### src/rtl/stopwatch_pkg.sv
// Shared stopwatch display constants: active-low seven-segment patterns {g,f,e,d,c,b,a}
// and the all-off anode/segment values.
package stopwatch_pkg;

  localparam logic [6:0] SEG_0    = 7'b1000000;
  localparam logic [6:0] SEG_1    = 7'b1111001;
  localparam logic [6:0] SEG_2    = 7'b0100100;
  localparam logic [6:0] SEG_3    = 7'b0110000;
  localparam logic [6:0] SEG_4    = 7'b0011001;
  localparam logic [6:0] SEG_5    = 7'b0010010;
  localparam logic [6:0] SEG_6    = 7'b0000010;
  localparam logic [6:0] SEG_7    = 7'b1111000;
  localparam logic [6:0] SEG_8    = 7'b0000000;
  localparam logic [6:0] SEG_9    = 7'b0010000;
  localparam logic [6:0] SEG_DASH = 7'b0111111;
  localparam logic [6:0] SEG_OFF  = 7'h7F;
  localparam logic [3:0] AN_OFF   = 4'hF;

endpackage

### src/rtl/bcd_to_seg7.sv
// Combinational BCD nibble to active-low seven-segment decode; non-decimal nibbles show a dash.
module bcd_to_seg7
  import stopwatch_pkg::*;
(
  input  logic [3:0] nibble,
  output logic [6:0] seg
);

  always_comb begin
    seg = SEG_DASH;
    case (nibble)
      4'd0:    seg = SEG_0;
      4'd1:    seg = SEG_1;
      4'd2:    seg = SEG_2;
      4'd3:    seg = SEG_3;
      4'd4:    seg = SEG_4;
      4'd5:    seg = SEG_5;
      4'd6:    seg = SEG_6;
      4'd7:    seg = SEG_7;
      4'd8:    seg = SEG_8;
      4'd9:    seg = SEG_9;
      default: seg = SEG_DASH;
    endcase
  end

endmodule

### src/rtl/seg7_scan_driver.sv
// Time-multiplexed driver for a 4-digit common-anode display: frame-latched BCD value,
// right-to-left scan, per-slot anti-ghosting guard, leading-zero blanking and decimal points.
module seg7_scan_driver
  import stopwatch_pkg::*;
#(
  parameter int unsigned CLK_FREQ     = 100000000,
  parameter int unsigned DIGIT_HZ     = 4000,
  parameter int unsigned GUARD_CYCLES = 2500
) (
  input  logic        clk,
  input  logic        init_regs,
  input  logic [15:0] disp_value,
  input  logic [3:0]  dp_mask,
  input  logic        blank_lz,
  output logic [3:0]  an,
  output logic [6:0]  seg,
  output logic        dp
);

  localparam int unsigned SLOT_CYCLES = CLK_FREQ / DIGIT_HZ;
  localparam int unsigned CNT_W       = (SLOT_CYCLES > 1) ? $clog2(SLOT_CYCLES) : 1;

  if (GUARD_CYCLES >= SLOT_CYCLES) begin : g_guard_check
    $error("GUARD_CYCLES must be smaller than CLK_FREQ/DIGIT_HZ");
  end

  logic [CNT_W-1:0] slot_cnt_q, slot_cnt_d;
  logic [1:0]       digit_idx_q, digit_idx_d;
  logic [15:0]      frame_val_q, frame_now;
  logic             frame_start, slot_last, in_guard, blanked;
  logic [3:0]       upper_zero, digit_nib, an_d;
  logic [6:0]       seg_dec, seg_d;
  logic             dp_d;

  assign frame_start = (slot_cnt_q == '0) && (digit_idx_q == 2'd0);
  assign slot_last   = (slot_cnt_q == CNT_W'(SLOT_CYCLES - 1));
  assign in_guard    = int'(slot_cnt_q) < int'(GUARD_CYCLES);

  // The latching cycle already displays the freshly sampled word.
  assign frame_now = frame_start ? disp_value : frame_val_q;
  assign digit_nib = 4'(frame_now >> {digit_idx_q, 2'b00});

  // upper_zero[i]: digit i and every digit above it are zero; digit 0 is never blanked.
  assign upper_zero[3] = (frame_now[15:12] == 4'd0);
  assign upper_zero[2] = upper_zero[3] && (frame_now[11:8] == 4'd0);
  assign upper_zero[1] = upper_zero[2] && (frame_now[7:4] == 4'd0);
  assign upper_zero[0] = 1'b0;
  assign blanked       = blank_lz && upper_zero[digit_idx_q];

  bcd_to_seg7 u_decode (
    .nibble (digit_nib),
    .seg    (seg_dec)
  );

  always_comb begin
    slot_cnt_d  = slot_last ? '0 : slot_cnt_q + 1'b1;
    digit_idx_d = slot_last ? digit_idx_q + 2'd1 : digit_idx_q;
  end

  always_comb begin
    an_d  = AN_OFF;
    seg_d = SEG_OFF;
    dp_d  = 1'b1;
    if (!in_guard && !blanked) begin
      an_d  = ~(4'b0001 << digit_idx_q);
      seg_d = seg_dec;
      dp_d  = ~dp_mask[digit_idx_q];
    end
  end

  always_ff @(posedge clk) begin
    if (init_regs) begin
      slot_cnt_q  <= '0;
      digit_idx_q <= 2'd0;
      frame_val_q <= 16'h0000;
      an          <= AN_OFF;
      seg         <= SEG_OFF;
      dp          <= 1'b1;
    end else begin
      slot_cnt_q  <= slot_cnt_d;
      digit_idx_q <= digit_idx_d;
      frame_val_q <= frame_now;
      an          <= an_d;
      seg         <= seg_d;
      dp          <= dp_d;
    end
  end

endmodule

### config.mk
export PLATFORM = sky130hd
export DESIGN_NAME = seg7_scan_driver
export DESIGN_NICKNAME = d
export VERILOG_FILES = /design/src/rtl/stopwatch_pkg.sv /design/src/rtl/bcd_to_seg7.sv /design/src/rtl/seg7_scan_driver.sv
export SDC_FILE = /design/constraint.sdc
export NUM_CORES = 1
export LEC_CHECK = 0
export CAP_MARGIN = 40
export CELL_PAD_IN_SITES_DETAIL_PLACEMENT = 0
export CELL_PAD_IN_SITES_GLOBAL_PLACEMENT = 2
export CORE_MARGIN = 1.5
export CORE_UTILIZATION = 30
export CTS_CLUSTER_DIAMETER = 40
export DETAILED_ROUTE_END_ITERATION = 6
export PLACE_DENSITY_LB_ADDON = 0.1
export SYNTH_ARGS = -nofsm -noshare
export SYNTH_HDL_FRONTEND = slang
export SYNTH_SLANG_ARGS = --single-unit
### constraint.sdc
create_clock -name clk -period 3 [get_ports clk]
set_input_delay 0.45 -clock clk [delete_from_list [all_inputs] [get_ports clk]]
set_output_delay 0.45 -clock clk [all_outputs]
set_load 0.02 [all_outputs]
==> results.txt <==
The total instance count after detailed placement came out at 402. The latest clock arrival within the worst-skew pair came out at 0.30 ns. The required time of the critical path came out at 3.24 ns. The data arrival time of the critical path is 3.01 ns.

For this configuration, the core starts out at a cell density of 0.3125. In the routed design, unresolved DRC markers number 0. The via count of the first global-routing pass is 1,937. The Yosys step of the flow raised 0 warnings.

The completed layout was analyzed and its total power is 1.425 mW. By count the netlist is led by 45 x dfxtp_1, 33 x nand2_1, 29 x nor2_1. The largest total area in the synthesized netlist belongs to dfxtp_1.

For this run, the post-layout net count is 347. The fraction of final layout cells sized beyond drive strength 1 is 0.1752. The netlist area before placement is 2427 um^2. The critical path is of the register to register type.

The area of all placed cells without fillers is 3142 um^2. The maximum number of pins on one net before global-route repair came out at 21. The per-cell via count in the routed design came out at 4.793.

The clock skew after layout is 0.005976 ns. The number of nets handed over by synthesis was 296. The detailed placer's ending HPWL is 4386 um. The library cell contributing the largest single delay on the critical path is mux4_2. The chip height is 92.95 um. The H-tree was split into 2 levels.

The non-filler instance count after layout came out at 416. TritonCTS built the clock tree. The most used flip-flop cell after synthesis is dfxtp_1. The number of sinks handled by clock tree synthesis came out at 45. Counting every instance in the synthesized netlist gives 262.

For this block, the via count after detailed routing is 1,994. The layout-stage area growth over the synthesis result came out at 29.43%. The highest achievable clock rate is 0.3607 GHz. The per-cell routed wire length came out at 14.34 um.

The number of synthesized flops with an enable pin is 0. The final count of hold timing violations is 0. The clock transition at the registers of the reported paths is 0.08 ns.

In the finished design, the share of the clock period the worst path needs comes to 0.9242. The number of register bits inferred by synthesis is 45. Summing all placed instances gives a cell area of 2959 um^2.

The worst path meets setup with 0.2275 ns of slack. In this run the tool buffered the top-level ports with 34 buffer cells. Yosys attributes the largest share of cell area to dfxtp_1 37%, ha_1 5.7%, nand2_1 5.1%, nor2_1 4.5%, mux4_2 3.7%. In this run the worst path has a maximum fanout of 15.

Timing analysis after detailed placement gives a worst setup slack of 0.006973 ns. The startpoint type of the worst setup path is a register. The overall die width came out at 92.95 um. In the global route stage, overall resource usage came out at 0.1503.

The portion of the post-synthesis area used by sequential elements is 0.3711. The total negative slack came out at 0 ns. Power spread over the standard cell area amounts to 453.4 nW/um^2. The number of primary I/O pins is 35. The die covers 8640 um^2. The worst supply voltage drop on vdd came out at 0.1868 mV. The fraction of synthesized cell area taken by the top area cell type is 0.3711.

The maximum buffer depth of the clock tree came out at 2. The count of nets left with antenna violations after detail routing came out at 0. The run finished with clean final reports. Setup repair after global routing left no endpoint under its margin. The initialized floorplan defines 32 standard-cell rows. The clock period minus worst slack is 2.772 ns. The number of max-cap violations is 0. The critical path contains buffers and inverters numbering 5 combined.

Setup violations remaining at the end of the flow were counted as 0. The synthesized area divided by synthesized cell count is 9.265 um^2. The number of antenna cells inserted came out at 0. The proportion of synthesized flip-flops having asynchronous set or reset came out at 0. The first detailed-routing pass ran for 4 iterations. In this design, the stage delay of the slowest critical-path cell is 0.54 ns. For this block, the routed nets add up to 5965 um of wire. On the critical path the largest part of the delay comes from multiplexers.

The total congestion overflow after global routing is 0. The tree is rooted in a clkbuf_8. Counting distinct cell types in the post-synthesis netlist gives 45.

The first global-routing pass estimated 10,050 um of wire. The most common cell in the synthesized netlist is dfxtp_1. Walking the worst path, the cells encountered are inv_2 > ha_1 > nor4bb_4 > buf_4 > nand4_2 > buf_12 > mux2i_1 > mux4_2 > inv_1 > ha_1 > inv_1 > mux2_1 > o21ai_1.

The global placement routability congestion came out at 0.8478. After the first detailed-routing iteration, the DRC count stood at 39. The number of buffers created by CTS is 5. The class of the worst hold path is register to register. The headroom to the max-slew limit is 0.5435. The worst-margin pin slew is 0.6785 ns. The kind of end point of the critical path is a register.

The placeable core region came out at 7767 um^2. For this design the static power due to leakage is 1.170 nW. The total count of max-transition violations in the final report came out at 0. The number of antenna violations at the first check in global routing came out at 0.
## worst reg2reg max path, stage by stage (launching register included)
cell	delay [ns]
dfxtp_1	0.32
inv_2	0.05
ha_1	0.15
nor4bb_4	0.29
buf_4	0.19
nand4_2	0.12
buf_12	0.20
mux2i_1	0.16
mux4_2	0.54
inv_1	0.10
ha_1	0.13
inv_1	0.05
mux2_1	0.28
o21ai_1	0.11
## placed cells by master, fill, tap and decap left out, drive strengths merged
cell	n
clkinv	1
a21bo	1
xor2	6
nor2b	1
nor3	2
xnor2	8
clkdlybuf4s50	34
mux2i	10
nand2	33
a22oi	4
dfxtp	45
inv	20
mux4	4
nor3b	1
a2111oi	1
buf	24
and3	3
a21boi	1
a211oi	8
or2	1
nand3	8
a41oi	8
and3b	1
mux2	3
o21ai	4
nor4	12
ha	11
a21oi	13
and4	1
nand4	6
clkbuf	7
o311ai	1
nor4bb	1
bufinv	1
nor2	29
## where the power goes
group	total (mW)	internal [mW]	switching, mW
Combinational	0.302	0.150	0.152
Clock	0.483	0.272	0.211
Sequential	0.639	0.621	0.0184
## final cells by class
class                   count  area (um^2)
clock buffers               7        86.33
fillers                   773         4626
clock inverters             1        30.03
multi-input cells         182         1385
well taps                 102        127.6
flip-flops and latches     45        900.9
repair buffers             58        533.0
inverters                  21        78.83
## logic make-up after synthesis
logic type,Yosys count,synth area share
adder cells (fa/ha/maj),11,0.05670
multiplexers,17,0.1005
AND/OR/NAND/NOR,99,0.2217
XOR/XNOR,14,0.05052
flip-flops,45,0.3711
buffers and inverters,35,0.06700
AO/OA/AOI/OAI,41,0.1325
## through the flow
stage / utilization / hold WS, ns
2_1_floorplan: - / 0.4287
3_3_place_gp: 0.3810 / 0.4431
3_5_place_dp: 0.3810 / 0.4504
5_1_grt: 0.4045 / 0.4811
6_report: 0.4045 / 0.4567
4_1_cts: 0.3967 / 0.4627
## registers in the layout (all words and copies together), names as in the netlist
name / count
frame_val_q: 16
slot_cnt_q: 15
seg: 7
an: 4
digit_idx_q: 2
dp: 1
## path summary, 6_finish.rpt
kind / startpoint / endpoint / slack, ns / depth (start not counted)
setup / recovery: digit_idx_q[0] / seg[6] / 0.23 / 13
hold / removal: frame_val_q[3] / frame_val_q[3] / 0.46 / 2
setup reg to reg: digit_idx_q[0] / seg[6] / 0.23 / 13
hold reg to reg: frame_val_q[3] / frame_val_q[3] / 0.46 / 2
## layer usage
layer / GRT usage / share of wire
met3: 0.03284 / 0.042
met1: 0.2128 / 0.52
met4: 0.04167 / 0.015
met5: 0 / 0
met2: 0.2281 / 0.42
## what timing repair did
action / CTS / global route
endpoints found under the hold margin: 0 / 0
pin swaps: 0 / 1
resized for setup: 1 / 2
hold buffers: 0 / 0
setup buffers: 0 / 6
setup endpoints to repair: 3 / 6
Power figures use the tool's default switching activity.
